==> config.mk <==
export PLATFORM = sky130hd
export DESIGN_NAME = lc3_sequencer
export DESIGN_NICKNAME = d
export VERILOG_FILES = /design/src/rtl/lc3_ctrl_pkg.sv /design/src/rtl/mem_wait_timer.sv /design/src/rtl/lc3_sequencer.sv
export SDC_FILE = /design/constraint.sdc
export NUM_CORES = 1
export LEC_CHECK = 0
export CAP_MARGIN = 20
export CORE_MARGIN = 5
export CORE_UTILIZATION = 35
export CTS_CLUSTER_DIAMETER = 40
export DETAILED_ROUTE_END_ITERATION = 10
export GPL_TIMING_DRIVEN = 0
export SLEW_MARGIN = 20
export SYNTH_ARGS = -nofsm -noshare
export SYNTH_HDL_FRONTEND = slang
export SYNTH_SLANG_ARGS = --single-unit
==> constraint.sdc <==
create_clock -name Clk -period 2.3 [get_ports Clk]
set_input_delay 0.46 -clock Clk [delete_from_list [all_inputs] [get_ports Clk]]
set_output_delay 0.46 -clock Clk [all_outputs]
set_load 0.02 [all_outputs]
==> src/rtl/lc3_ctrl_pkg.sv <==
// Shared types and encodings for the LC-3 control sequencer: state names,
// the packed datapath control word, opcodes and mux/ALU select values.
package lc3_ctrl_pkg;

   typedef enum logic [4:0] {
      S_HALTED, S_FETCH1, S_FETCH2, S_FETCH3, S_DECODE,
      S_ADD, S_AND, S_NOT, S_BR, S_BR_TAKEN, S_JMP,
      S_JSR1, S_JSR2, S_LDR1, S_LDR2, S_LDR3,
      S_STR1, S_STR2, S_STR3, S_PAUSE1, S_PAUSE2
   } state_e;

   typedef struct packed {
      logic       LD_MAR;
      logic       LD_MDR;
      logic       LD_IR;
      logic       LD_PC;
      logic       LD_REG;
      logic       LD_BEN;
      logic       LD_CC;
      logic       GatePC;
      logic       GateMDR;
      logic       GateALU;
      logic       GateMARMUX;
      logic       DRMUX;
      logic       SR1MUX;
      logic       SR2MUX;
      logic       ADDR1MUX;
      logic       OE;
      logic [1:0] PCMUX;
      logic [1:0] ALUK;
      logic [1:0] ADDR2MUX;
   } ctrl_t;

   localparam logic [3:0] OP_BR    = 4'b0000;
   localparam logic [3:0] OP_ADD   = 4'b0001;
   localparam logic [3:0] OP_JSR   = 4'b0100;
   localparam logic [3:0] OP_AND   = 4'b0101;
   localparam logic [3:0] OP_LDR   = 4'b0110;
   localparam logic [3:0] OP_STR   = 4'b0111;
   localparam logic [3:0] OP_NOT   = 4'b1001;
   localparam logic [3:0] OP_JMP   = 4'b1100;
   localparam logic [3:0] OP_PAUSE = 4'b1101;

   localparam logic [1:0] ALUK_ADD   = 2'b00;
   localparam logic [1:0] ALUK_AND   = 2'b01;
   localparam logic [1:0] ALUK_NOT   = 2'b10;
   localparam logic [1:0] ALUK_PASSA = 2'b11;

   localparam logic [1:0] PCMUX_INC  = 2'b00;
   localparam logic [1:0] PCMUX_ADDR = 2'b01;
   localparam logic [1:0] PCMUX_BUS  = 2'b10;

   localparam logic       ADDR1_PC  = 1'b0;
   localparam logic       ADDR1_SR1 = 1'b1;

   localparam logic [1:0] ADDR2_ZERO  = 2'b00;
   localparam logic [1:0] ADDR2_OFF6  = 2'b01;
   localparam logic [1:0] ADDR2_OFF9  = 2'b10;
   localparam logic [1:0] ADDR2_OFF11 = 2'b11;

   localparam logic OE_MEM = 1'b0;
   localparam logic OE_BUS = 1'b1;

   localparam logic SR1_IR86  = 1'b0;
   localparam logic SR1_IR119 = 1'b1;

   localparam logic DR_IR119 = 1'b0;
   localparam logic DR_R7    = 1'b1;

   // States that hold for MEM_WAIT cycles while memory completes.
   function automatic logic is_mem_state(input state_e s);
      return (s == S_FETCH2) || (s == S_LDR2) || (s == S_STR3);
   endfunction

endpackage

==> src/rtl/mem_wait_timer.sv <==
// Down-counter that stretches memory states: load on entry, count while
// in the state, done when the count reaches zero.
module mem_wait_timer #(
   parameter int WIDTH = 4
) (
   input  logic             clk,
   input  logic             rst,
   input  logic             load,
   input  logic             count,
   input  logic [WIDTH-1:0] load_val,
   output logic             done
);

   logic [WIDTH-1:0] cnt_q, cnt_d;

   always_comb begin
      cnt_d = cnt_q;
      if (load)
         cnt_d = load_val;
      else if (count && (cnt_q != '0))
         cnt_d = cnt_q - WIDTH'(1);
   end

   always_ff @(posedge clk or posedge rst) begin
      if (rst) cnt_q <= '0;
      else     cnt_q <= cnt_d;
   end

   assign done = (cnt_q == '0);

endmodule

==> src/rtl/lc3_sequencer.sv <==
// LC-3 control sequencer: Moore FSM producing datapath control words for
// fetch/decode/execute, with memory states stretched by mem_wait_timer.
module lc3_sequencer
   import lc3_ctrl_pkg::*;
#(
   parameter int MEM_WAIT = 2   // legal range 1..15
) (
   input  logic        Clk,
   input  logic        Reset_ah,
   input  logic        Run,
   input  logic        Continue,
   input  logic [15:0] IR,
   input  logic        BEN,
   output ctrl_t       ctrl,
   output logic        Mem_WE,
   output logic        LD_LED
);

   state_e state_q, state_d;
   logic   wait_done;
   logic   wait_load;
   logic   unused_ir;

   assign unused_ir = ^{IR[10:6], IR[4:0]};

   // Reload on every entry so back-to-back instructions each get a full wait.
   assign wait_load = (state_d != state_q) && is_mem_state(state_d);

   mem_wait_timer #(.WIDTH(4)) u_wait (
      .clk      (Clk),
      .rst      (Reset_ah),
      .load     (wait_load),
      .count    (is_mem_state(state_q)),
      .load_val (4'(MEM_WAIT - 1)),
      .done     (wait_done)
   );

   always_ff @(posedge Clk or posedge Reset_ah) begin
      if (Reset_ah) state_q <= S_HALTED;
      else          state_q <= state_d;
   end

   always_comb begin
      state_d = state_q;
      case (state_q)
         S_HALTED:   if (Run) state_d = S_FETCH1;
         S_FETCH1:   state_d = S_FETCH2;
         S_FETCH2:   if (wait_done) state_d = S_FETCH3;
         S_FETCH3:   state_d = S_DECODE;
         S_DECODE: begin
            case (IR[15:12])
               OP_ADD:   state_d = S_ADD;
               OP_AND:   state_d = S_AND;
               OP_NOT:   state_d = S_NOT;
               OP_BR:    state_d = S_BR;
               OP_JMP:   state_d = S_JMP;
               OP_JSR:   state_d = S_JSR1;
               OP_LDR:   state_d = S_LDR1;
               OP_STR:   state_d = S_STR1;
               OP_PAUSE: state_d = S_PAUSE1;
               default:  state_d = S_FETCH1;
            endcase
         end
         S_ADD, S_AND, S_NOT: state_d = S_FETCH1;
         S_BR:       state_d = BEN ? S_BR_TAKEN : S_FETCH1;
         S_BR_TAKEN: state_d = S_FETCH1;
         S_JMP:      state_d = S_FETCH1;
         S_JSR1:     state_d = S_JSR2;
         S_JSR2:     state_d = S_FETCH1;
         S_LDR1:     state_d = S_LDR2;
         S_LDR2:     if (wait_done) state_d = S_LDR3;
         S_LDR3:     state_d = S_FETCH1;
         S_STR1:     state_d = S_STR2;
         S_STR2:     state_d = S_STR3;
         S_STR3:     if (wait_done) state_d = S_FETCH1;
         S_PAUSE1:   if (Continue) state_d = S_PAUSE2;
         S_PAUSE2:   if (!Continue) state_d = S_FETCH1;
         default:    state_d = S_HALTED;
      endcase
   end

   // Register-source selects only read IR fields; they are not decoded state.
   always_comb begin
      ctrl   = '0;
      Mem_WE = 1'b0;
      LD_LED = 1'b0;
      case (state_q)
         S_FETCH1: begin
            ctrl.GatePC = 1'b1;
            ctrl.LD_MAR = 1'b1;
            ctrl.LD_PC  = 1'b1;
            ctrl.PCMUX  = PCMUX_INC;
         end
         S_FETCH2, S_LDR2: begin
            ctrl.LD_MDR = 1'b1;
            ctrl.OE     = OE_MEM;
         end
         S_FETCH3: begin
            ctrl.GateMDR = 1'b1;
            ctrl.LD_IR   = 1'b1;
         end
         S_DECODE: ctrl.LD_BEN = 1'b1;
         S_ADD, S_AND, S_NOT: begin
            ctrl.GateALU = 1'b1;
            ctrl.LD_REG  = 1'b1;
            ctrl.LD_CC   = 1'b1;
            ctrl.SR1MUX  = SR1_IR86;
            ctrl.DRMUX   = DR_IR119;
            ctrl.SR2MUX  = IR[5];
            ctrl.ALUK    = (state_q == S_ADD) ? ALUK_ADD :
                           (state_q == S_AND) ? ALUK_AND : ALUK_NOT;
         end
         S_BR_TAKEN: begin
            ctrl.LD_PC    = 1'b1;
            ctrl.PCMUX    = PCMUX_ADDR;
            ctrl.ADDR1MUX = ADDR1_PC;
            ctrl.ADDR2MUX = ADDR2_OFF9;
         end
         S_JMP: begin
            ctrl.LD_PC    = 1'b1;
            ctrl.PCMUX    = PCMUX_ADDR;
            ctrl.ADDR1MUX = ADDR1_SR1;
            ctrl.ADDR2MUX = ADDR2_ZERO;
            ctrl.SR1MUX   = SR1_IR86;
         end
         S_JSR1: begin
            ctrl.GatePC = 1'b1;
            ctrl.DRMUX  = DR_R7;
            ctrl.LD_REG = 1'b1;
         end
         S_JSR2: begin
            ctrl.LD_PC = 1'b1;
            ctrl.PCMUX = PCMUX_ADDR;
            if (IR[11]) begin
               ctrl.ADDR1MUX = ADDR1_PC;
               ctrl.ADDR2MUX = ADDR2_OFF11;
            end else begin
               ctrl.ADDR1MUX = ADDR1_SR1;
               ctrl.ADDR2MUX = ADDR2_ZERO;
               ctrl.SR1MUX   = SR1_IR86;
            end
         end
         S_LDR1, S_STR1: begin
            ctrl.GateMARMUX = 1'b1;
            ctrl.LD_MAR     = 1'b1;
            ctrl.ADDR1MUX   = ADDR1_SR1;
            ctrl.ADDR2MUX   = ADDR2_OFF6;
            ctrl.SR1MUX     = SR1_IR86;
         end
         S_LDR3: begin
            ctrl.GateMDR = 1'b1;
            ctrl.LD_REG  = 1'b1;
            ctrl.LD_CC   = 1'b1;
            ctrl.DRMUX   = DR_IR119;
         end
         S_STR2: begin
            ctrl.GateALU = 1'b1;
            ctrl.ALUK    = ALUK_PASSA;
            ctrl.SR1MUX  = SR1_IR119;
            ctrl.OE      = OE_BUS;
            ctrl.LD_MDR  = 1'b1;
         end
         S_STR3:   Mem_WE = 1'b1;
         S_PAUSE1: LD_LED = 1'b1;
         default: ;
      endcase
   end

endmodule

==> results of run 1 <==
==> critical path: stages, from the launching register on <==
cell and delay, ns:
dfrtp_1 0.40, inv_2 0.08, ha_4 0.14, or3b_4 0.42
a221o_1 0.39, or3_4 0.39, a21oi_4 0.20, a22oi_1 0.11
==> routing by layer <==
layer | up-vias | GRT usage | part of all wire | wire length, µm
li1 | 729 | - | - | -
met5 | - | 0 | 0 | 0
met4 | 0 | 0.02088 | 0.0018 | 7
met2 | 49 | 0.2612 | 0.49 | 1901
met3 | 2 | 0.03366 | 0.080 | 311
met1 | 674 | 0.2101 | 0.43 | 1689
==> cells in the mapped netlist (all sizes together), types with 2 or more instances <==
cell type and count:
inv 13, a211oi 4, clkbuf 5, and3 2
xnor2 4, nor2b 4, nand2b 12, nand4 2
buf 10, o22ai 2, or3b 2, o21ai 4
nor2 12, a2111oi 2, nand4b 3, o2111ai 2
or2 3, nand2 15, a22oi 3, a31oi 3
ha 5, nand3 3, a21oi 14, nor3 8
xor2 3, dfrtp 9, and2 3, or3 2
o21a 2, nor3b 2, nor4 3, nand3b 4
==> kinds of logic after synthesis <==
logic type | share of synthesized area
other | 0.002812
buffers and inverters | 0.09568
AOI/OAI and AO/OA | 0.2561
xor gates and xnor gates | 0.04597
muxes | 0.01595
DFF | 0.1689
and+or+nand+nor | 0.3677
adders and majority gates | 0.04690
==> power by group through the flow <==
stage	registers (mW)	logic [mW]	clock network [mW]
after detailed placement	0.290	1.63	0
after global routing	0.308	1.86	0.199
final	0.298	1.71	0.180
after floorplan	0.272	1.13	0
after CTS	0.294	1.68	0.184
after global placement	0.290	1.63	0
==> through the flow <==
step / util / total power, mW / setup slack (ns) / TNS, ns
floorplan: - / 1.405 / 0.005931 / 0
global placement: 0.4620 / 1.916 / -0.4977 / -6.904
detailed placement: 0.4620 / 1.918 / -0.5078 / -7.168
CTS: 0.4959 / 2.163 / 0.007466 / 0
global route: 0.4949 / 2.371 / -0.002855 / -0.002855
finish: 0.4949 / 2.189 / 0.05423 / 0
==> state kept, by name (all words and copies together), names as in the netlist <==
| signal | count |
|---|---|
| state_q | 5 |
| u_wait.cnt_q | 4 |
==> final cells by class <==
class	count	area share
clock buffers	4	0.02467
flip-flops and latches	9	0.1247
repair buffers	37	0.1576
plain buffers	15	0.06306
multi-input cells	144	0.5703
inverters	13	0.02673
well taps	48	0.03290
==> path summary, 6_finish.rpt <==
check | cells after the start | slack [ns] | startpoint | to
max in group asynchronous | 2 | 1.54 | Reset_ah | state_q[3]
worst min register to register | 2 | 0.60 | u_wait.cnt_q[1] | u_wait.cnt_q[1]
worst max register to register | 7 | 0.05 | u_wait.cnt_q[0] | u_wait.cnt_q[2]
worst min-delay path | 2 | 0.49 | Reset_ah | u_wait.cnt_q[3]
worst max-delay path | 7 | 0.05 | u_wait.cnt_q[0] | u_wait.cnt_q[2]
min in group Clk | 2 | 0.60 | u_wait.cnt_q[1] | u_wait.cnt_q[1]
==> layout by cell type, fill, tap and decap left out, types with 5 or more instances in the layout <==
master,Yosys,final
nand2_1,15,15
a21oi_1,13,13
inv_1,12,9
buf_2,6,10
nor2_1,12,11
nor3_1,7,5
buf_4,2,14
nand2b_1,11,10
clkdlybuf4s50_1,0,6
dfrtp_1,9,7
dlygate4sd2_1,0,9
==> repair_timing <==
action                     4_1_cts  5_1_grt
buffers inserted                 3        3
gates resized for setup         72       29
pin swaps                        4        4
setup endpoints to repair       27       18
==> run summary, run 1 <==
run status -> complete, no violations
antenna cells -> 0
crit path time final -> 2.246 ns
fraction of final layout cells sized beyond drive strength 1 -> 0.2793
Post-synth top flop -> dfrtp_1
Non-Filler Instances -> 270
Worst EP required -> 2.40 ns
CTS sink cnt -> 9
final clock skew -> 0.003095 ns
Antenna Nets Post-Route -> 0
fin nets -> 249
Die H -> 71.73 µm
Layout area overhead -> 36.87%
startpoint types -> flop
Yosys reg bits -> 9
gpl congestion -> 0.8929
largest cells by area after synthesis -> dfrtp_1 17%, nand2b_1 5.2%, a21oi_1 4.9%
dpl cell area -> 0.001704 mm²
Worst Hold Slack -> 0.4917 ns
Post-Syn Area -> 0.001334 mm²
cell-internal power -> 1.080 mW
hpwl dp -> 3004 µm
Cell variety after synth -> 63
sequential area share after synthesis -> 0.1689
root buffer cell -> clkbuf_8
DRC -> 0
Worst-Skew Late Latency -> 0.23 ns
Final Hold Viols -> 0
sequential power share -> 0.136
Tcrit/Tclk final -> 0.9764
TritonCTS clock tree -> built
Peak Freq -> 445.3 MHz
YS warnings -> 0
vias -> 1454
vias per inst -> 5.385
vias in the first global route -> 1351
Syn Area/Cell -> 7.369 µm²
leakage -> 0.8260 nW
Synthesized Nets -> 207
Async SR Flop Fraction -> 1.000
WL final -> 3910 µm
core box area -> 0.003689 mm²
overall die width -> 71.73 µm
IO buf count -> 31
final setup fails -> 0
Post-Place Cells -> 260
Logic pwr share -> 0.781
gr ovfl total -> 0
MaxCap Viol Count -> 0
sw frac -> 0.5067
CP Class -> flop to flop
DR WL/cell -> 14.48 µm
Detailed Route Iter0 Violations -> 91
Peak supply drop -> 0.5346 mV
I/O Pins -> 45
Num CTS Buffers -> 3
Synth area leader -> dfrtp_1
layout filler cell count -> 399
Initial Util -> 0.3616
final non-filler cell area -> 0.001826 mm²
die area -> 0.005145 mm²
Cells after Synth -> 181
H-Tree Depth -> 1
GRT Total Usage -> 0.1560
Bufs on Longest Clock Path -> 2
Hold Path Class -> input port to async pin
drt first pass iters -> 4
count of pins over their slew limit -> 0
largest net degree at the start of global routing -> 11
Psw -> 1.109 mW
RSZ-0062 raised after global routing -> true
multi-input logic area -> 0.001041 mm²
FF+latch area -> 227.7 µm²
top-area cell type share of the netlist area -> 0.1689
number of antenna violations at the first check in global routing -> 0
Rows -> 22
clk slew on worst S/H paths -> 0.04 ns
first-pass GRT wire length -> 6582 µm
Worst Setup End Kind -> flop
Clock power frac -> 0.082
CTS Hold Bufs -> 0
CP Data Arrival Time -> 2.35 ns
crit path max fanout -> 5
pwr dens -> 1199 mW/mm²
number of flops mapped to enable cells by yosys -> 0
(Power assumes the default switching activity.)
==> inputs of run 2 (changes only) <==
Settings changed: CTS_BUF_LIST set to sky130_fd_sc_hd__clkbuf_8.
==> run 2 against run 1 <==
Effect of this change: power down 0.26%; count of clock-buffer cells in the layout down 1; sequential share of layout area up 0.060 points; clock power down 2%; critical path type unchanged.
==> run summary, run 2 (synthesis results as in run 1) <==
run status -> complete, no violations
Num CTS Buffers -> 3
layout filler cell count -> 402
Bufs on Longest Clock Path -> 2
drt first pass iters -> 4
final non-filler cell area -> 0.001827 mm²
Logic pwr share -> 0.782
Post-Place Cells -> 260
antenna cells -> 0
Antenna Nets Post-Route -> 0
number of antenna violations at the first check in global routing -> 0
path depth of the worst reg2reg path -> 7
sw frac -> 0.5077
crit path cell chain -> inv_2, ha_4, or3b_4, a221o_1, or3_4, a21oi_4, a22oi_1
Layout area overhead -> 36.96%
multi-input logic area -> 0.001041 mm²
Peak supply drop -> 0.5353 mV
largest net degree at the start of global routing -> 11
WL final -> 3912 µm
Peak Freq -> 444.7 MHz
Critical Path Slowest Stage Cell -> or3b_4
Worst Hold Slack -> 0.4927 ns
Largest Register -> state_q
fraction of final layout cells sized beyond drive strength 1 -> 0.2838
startpoint types -> flop
Reg-to-Reg Start -> u_wait.cnt_q[0]
final setup fails -> 0
worst slack at placement -> -0.5078 ns
hpwl dp -> 3004 µm
first-pass GRT wire length -> 6582 µm
setup ws final -> 0.05106 ns
Clock power frac -> 0.080
count of pins over their slew limit -> 0
Rows -> 22
FF+latch area -> 229.0 µm²
most frequent cells in the layout -> 15 x nand2_1, 14 x buf_4, 13 x a21oi_1
Non-Filler Instances -> 270
CTS Hold Bufs -> 0
Worst EP required -> 2.40 ns
core box area -> 0.003689 mm²
I/O Pins -> 45
root buffer cell -> clkbuf_8
IO buf count -> 31
Detailed Route Iter0 Violations -> 95
biggest registers after layout -> state_q: 5 flops, u_wait.cnt_q: 4 flops
final clock skew -> 0.002952 ns
GRT Total Usage -> 0.1563
crit path max fanout -> 5
crit-path max cell delay -> 0.42 ns
RSZ-0062 raised after global routing -> true
Total Power -> 2.183 mW
sequential power share -> 0.137
Critical R2R Capture -> u_wait.cnt_q[2]
leakage -> 0.8305 nW
TritonCTS clock tree -> built
Initial Util -> 0.3616
gr ovfl total -> 0
pwr dens -> 1195 mW/mm²
Post-Route Utilization -> 0.4953
dpl cell area -> 0.001704 mm²
most common cell after layout, fill and taps aside -> nand2_1
Hold Path Class -> input port to async pin
DRC -> 0
R2R setup slack -> 0.05 ns
Worst Setup End Kind -> flop
gpl congestion -> 0.8929
CTS sink cnt -> 9
Tcrit/Tclk final -> 0.9778
Psw -> 1.108 mW
DR WL/cell -> 14.49 µm
clk slew on worst S/H paths -> 0.04 ns
fin nets -> 249
vias per inst -> 5.363
max reg flops -> 5
Die H -> 71.73 µm
CP Class -> flop to flop
H-Tree Depth -> 1
cell-internal power -> 1.075 mW
CP Data Arrival Time -> 2.35 ns
die area -> 0.005145 mm²
overall die width -> 71.73 µm
setup TNS -> 0 ns
MaxCap Viol Count -> 0
Final Hold Viols -> 0
Worst-Skew Late Latency -> 0.23 ns
crit path time final -> 2.249 ns
vias in the first global route -> 1350
vias -> 1448
## run 2: cell types whose count changed in the layout (fill, tap and decap cells not counted), sizes merged
cell	change
buf	-1
inv	+1
## run 2: metal layers
metal,up-vias,track usage,wire [µm]
li1,731,-,-
met1,674,0.2109,1718
met2,41,0.2612,1903
met3,2,0.03366,283
met4,0,0.02088,7
met5,-,0,0
## run 2: worst max path at each step
stage / from / endpoint / slack (ns)
finish: u_wait.cnt_q[0] / u_wait.cnt_q[2] / 0.05
global route: state_q[0] / ctrl[18] / -0.005
CTS: state_q[2] / ctrl[18] / -0.06
detailed placement: IR[12] / u_wait.cnt_q[0] / -0.51
global placement: IR[12] / u_wait.cnt_q[0] / -0.50
floorplan: state_q[0] / ctrl[17] / 0.006
## run 2: power by group through the flow
stage	logic [mW]	clock network, mW	registers [mW]
final	1.71	0.176	0.300
after global routing	1.86	0.194	0.311
after CTS	1.67	0.180	0.295
after detailed placement	1.63	0	0.290
after global placement	1.63	0	0.290
after floorplan	1.13	0	0.272
## run 2: worst max-delay path: cells and delay by family (launching register included)
family | cells | cell delay, ns
AND/OR/NAND/NOR | 2 | 0.81
buffers and inverters | 1 | 0.08
AO/OA/AOI/OAI | 3 | 0.70
adder cells (fa/ha/maj) | 1 | 0.14
flip-flops | 1 | 0.40
## run 2: timing repair
action,in CTS,in global routing
pin swaps,3,4
setup buffers,3,3
setup endpoints to repair,27,19
resized for setup,73,29
## run 2: final cells by class
class | count | area share
well taps | 48 | 0.03288
clock inverters | 1 | 0.002055
flip-flops and latches | 9 | 0.1253
plain buffers | 15 | 0.06301
clock buffers | 3 | 0.02260
repair buffers | 37 | 0.1575
inverters | 13 | 0.02671
multi-input cells | 144 | 0.5699
==> inputs of run 3 (changes only) <==
Settings changed: CELL_PAD_IN_SITES_DETAIL_PLACEMENT set to 2, CELL_PAD_IN_SITES_GLOBAL_PLACEMENT set to 2, CORE_UTILIZATION 35 to 25, PLACE_DENSITY_LB_ADDON set to 0.1, SKIP_CTS_REPAIR_TIMING set to 1.
==> run 3 against run 2 <==
Effect of this change: critical path depth unchanged; hold slack lost 0.014 ns; register-to-register slack is essentially flat; critical endpoint unchanged; worst setup slack improved by 0.012 ns; highest routed layer unchanged; sequential cell count did not move; sequential power rose by 2%; global-route usage down 1.2 points; design area up 6.4%; sequential share of layout area is 0.75 points lower; clock power is 2% higher.
==> run summary, run 3 (synthesis results as in run 1) <==
run status -> complete, no violations
IO buf count -> 31
clk slew on worst S/H paths -> 0.05 ns
DRC -> 0
vias in the first global route -> 1589
max reg flops -> 5
Rel. slew slack -> 0.5886
TritonCTS clock tree -> built
CTS sink cnt -> 9
fraction of final layout cells sized beyond drive strength 1 -> 0.2727
CP Class -> flop to flop
count of pins over their slew limit -> 0
final non-filler cell area -> 0.001943 mm²
Largest Register -> state_q
final setup fails -> 0
overall die width -> 83.04 µm
vias -> 1470
Total Power -> 2.349 mW
root buffer cell -> clkbuf_8
fin nets -> 247
Hold Path Class -> input port to async pin
Slew @ Worst Pin -> 0.6015 ns
leakage -> 1.032 nW
Initial Util -> 0.2595
critical path startpoint -> u_wait.cnt_q[1]
Worst Setup End Kind -> flop
Antenna Nets Post-Route -> 0
R2R setup slack -> 0.06 ns
drt first pass iters -> 4
gr ovfl total -> 0
dpl cell area -> 0.001732 mm²
path depth of the worst reg2reg path -> 7
Worst-Skew Late Latency -> 0.23 ns
CP Data Arrival Time -> 2.35 ns
core box area -> 0.005140 mm²
GRT Total Usage -> 0.1446
Bufs on Longest Clock Path -> 2
MaxCap Viol Count -> 0
antenna cells -> 0
first-pass GRT wire length -> 8369 µm
setup ws final -> 0.06311 ns
biggest registers after layout -> state_q: 5 flops, u_wait.cnt_q: 4 flops
gpl congestion -> 0.8751
worst slack at placement -> -0.5498 ns
H-Tree Depth -> 1
Critical R2R Capture -> u_wait.cnt_q[2]
Layout area overhead -> 45.68%
die area -> 0.006896 mm²
Num CTS Buffers -> 3
I/O Pins -> 45
Peak Freq -> 447.0 MHz
pwr dens -> 1209 mW/mm²
crit path time final -> 2.237 ns
Worst setup endpoint -> u_wait.cnt_q[2]
Rows -> 26
Final Hold Viols -> 0
largest net degree at the start of global routing -> 11
final clock skew -> 0.003880 ns
vias per inst -> 5.069
Peak supply drop -> 0.5376 mV
most frequent cells in the layout -> 15 x nand2_1, 15 x dlymetal6s2s_1, 13 x a21oi_1
DR WL/cell -> 17.57 µm
Detailed Route Iter0 Violations -> 55
RSZ-0062 raised after global routing -> true
Reg-to-Reg Start -> u_wait.cnt_q[1]
number of antenna violations at the first check in global routing -> 0
startpoint types -> flop
setup TNS -> 0 ns
Die H -> 83.04 µm
Worst EP required -> 2.41 ns
hpwl dp -> 4003 µm
crit path max fanout -> 5
WL final -> 5095 µm
Tcrit/Tclk final -> 0.9726
[run 3: layout make-up]
class / instances / area [µm²]
multi-input combinational: 144 / 1072
clock buffer: 3 / 41.29
clock inverter: 1 / 3.754
sequential: 9 / 229.0
tap: 70 / 87.58
timing repair buffer: 35 / 330.3
inverter: 13 / 48.80
buffer: 15 / 130.1
fill: 625 / 3197
[run 3: power by group]
group	switching [mW]	internal [mW]	total, mW	leakage [nW]
Sequential	0.0807	0.226	0.307	0.109
Clock	0.0634	0.116	0.180	0.0269
Combinational	1.07	0.788	1.86	0.896
Total	1.22	1.13	2.35	1.03
[run 3: through the flow]
stage | hold WS [ns] | utilization | std cells
final | 0.4791 | 0.3780 | 290
after global routing | 0.5155 | 0.3780 | 290
after CTS | 0.4837 | 0.3457 | 286
after detailed placement | 0.5926 | 0.3369 | 282
after global placement | 0.5671 | 0.3369 | 282
after floorplan | 0.2879 | - | 181
[run 3: worst min-delay path by stage]
stage,startpoint,to,slack (ns)
after floorplan,Reset_ah,state_q[0],0.29
after detailed placement,u_wait.cnt_q[1],u_wait.cnt_q[1],0.59
after global placement,u_wait.cnt_q[1],u_wait.cnt_q[1],0.57
final,Reset_ah,u_wait.cnt_q[2],0.48
after global routing,Reset_ah,u_wait.cnt_q[2],0.52
after CTS,Reset_ah,u_wait.cnt_q[2],0.48
[run 3: critical path: stages, from the launching register on]
cell,delay [ns]
dfrtp_1,0.40
inv_2,0.08
ha_4,0.14
or3b_4,0.42
a221o_1,0.40
or3_4,0.35
a21oi_4,0.21
a22oi_2,0.11
[run 3: routing by layer]
metal / wire (µm) / global-route usage / up-vias
met5: 0 / 0 / -
met4: 33 / 0.02675 / 0
met3: 187 / 0.02178 / 3
met2: 2461 / 0.2536 / 32
met1: 2414 / 0.1879 / 713
li1: - / - / 722
==> variant: new RTL, settings of run 3 <==
`WIDTH` is set to 4 in 2 places; all go to 6.
--- a/src/rtl/mem_wait_timer.sv
+++ b/src/rtl/mem_wait_timer.sv
@@ -2,5 +2,5 @@
 // in the state, done when the count reaches zero.
 module mem_wait_timer #(
-   parameter int WIDTH = 4
+   parameter int WIDTH = 6
 ) (
    input  logic             clk,
--- a/src/rtl/lc3_sequencer.sv
+++ b/src/rtl/lc3_sequencer.sv
@@ -27,5 +27,5 @@
    assign wait_load = (state_d != state_q) && is_mem_state(state_d);
 
-   mem_wait_timer #(.WIDTH(4)) u_wait (
+   mem_wait_timer #(.WIDTH(6)) u_wait (
       .clk      (Clk),
       .rst      (Reset_ah),
Behaviour: no difference found for any inputs over 10 cycles, from zero or initial values and one cycle with Reset_ah high; that may be too few to reach the edited logic, so the function may still have changed.
==> variant against run 3 <==
Combinational power decreased by 6%; first-iteration DRC count decreased by 22%; routed wire length up 8.9%; design area rose by 3.7%; setup slack better by 7.2 ps; power decreased by 1.8%; sequential cell count increased by 2; maximum frequency rose by 0.32%; area after synthesis is 6.6% higher; utilization fell by 1.2 points; largest cell class unchanged; largest power group unchanged.
==> variant: results (changes against run 3) <==
Max VDD drop=0.3661 mV (-32%); placed inst area=1832 um2 (+5.8%); Critical Path Max Stage Delay=500 ps (+80 ps); final net count=254 (+2.8%); WL per Instance=18.56 um (+5.7%); met3 Use GR=3.107% (+0.93 points); Final Hold Slack=517.4 ps (+38.25 ps); critical path fanouts, max=6 (+1); met1 Use GR=19.46% (+0.67 points); Syn Nets=212 (+2.4%); fillers=648 (+3.7%); Fmax=448.5 MHz (+0.32%); post-synthesis cell type count=57 (-9.5%); post-synthesis mux area share=2.993% (+1.4 points); Iter 0 DRT Violations=43 (-22%); Post-Synthesis Cells=186 (+2.8%); Placer Congestion=0.8300 (-5.2%); wl on met1=2544 um (+5.4%); met3 WL=222 um (+19%); synth cell count leaders=25 x nor2_1, 16 x nand2_1, 11 x dfrtp_1, 10 x a21oi_1, 10 x inv_1; fraction of the mapped netlist area in compound gates=20.77% (-4.8 points); Total GRT Usage=15.17% (+0.71 points); dpl cells=290 (+2.8%); Detail Route met2 WL=2698 um (+9.6%); status=finished clean; final wirelength=5550 um (+8.9%); worst r2r src=u_wait.cnt_q[0]$_DFFE_PP0P_
-- variant: final cells by class --
cell class	instances	area (um2)	share of cell area, %
Buffer	14	120.1	5.959
Clock buffer	3	41.29	2.048
Clock inverter	1	5.005	0.2483
Inverter	11	45.04	2.235
Multi-Input combinational cell	150	1044	51.77
Sequential cell	11	277.8	13.78
Tap cell	72	90.09	4.469
Timing Repair Buffer	37	392.9	19.49
-- variant: logic make-up after synthesis --
kind of cell               count (synthesis)
muxes                                      4
adders and majority gates                  5
buffers and inverters                     25
xor gates and xnor gates                  11
AOI/OAI and AO/OA                         40
and+or+nand+nor                           89
DFF                                       11
other                                      1
-- variant: report_power, final --
part | switching, mW | internal, mW
Combinational | 1.01 | 0.737
Sequential | 0.0897 | 0.273
Clock | 0.0796 | 0.119
-- variant: worst max-delay path, delay by kind of cell (launching register included) --
kind,cells,cell delay (ps)
simple gates,4,1010
compound gates,2,430
flops,1,400
fa+ha+maj,1,200
buf+inv,1,80
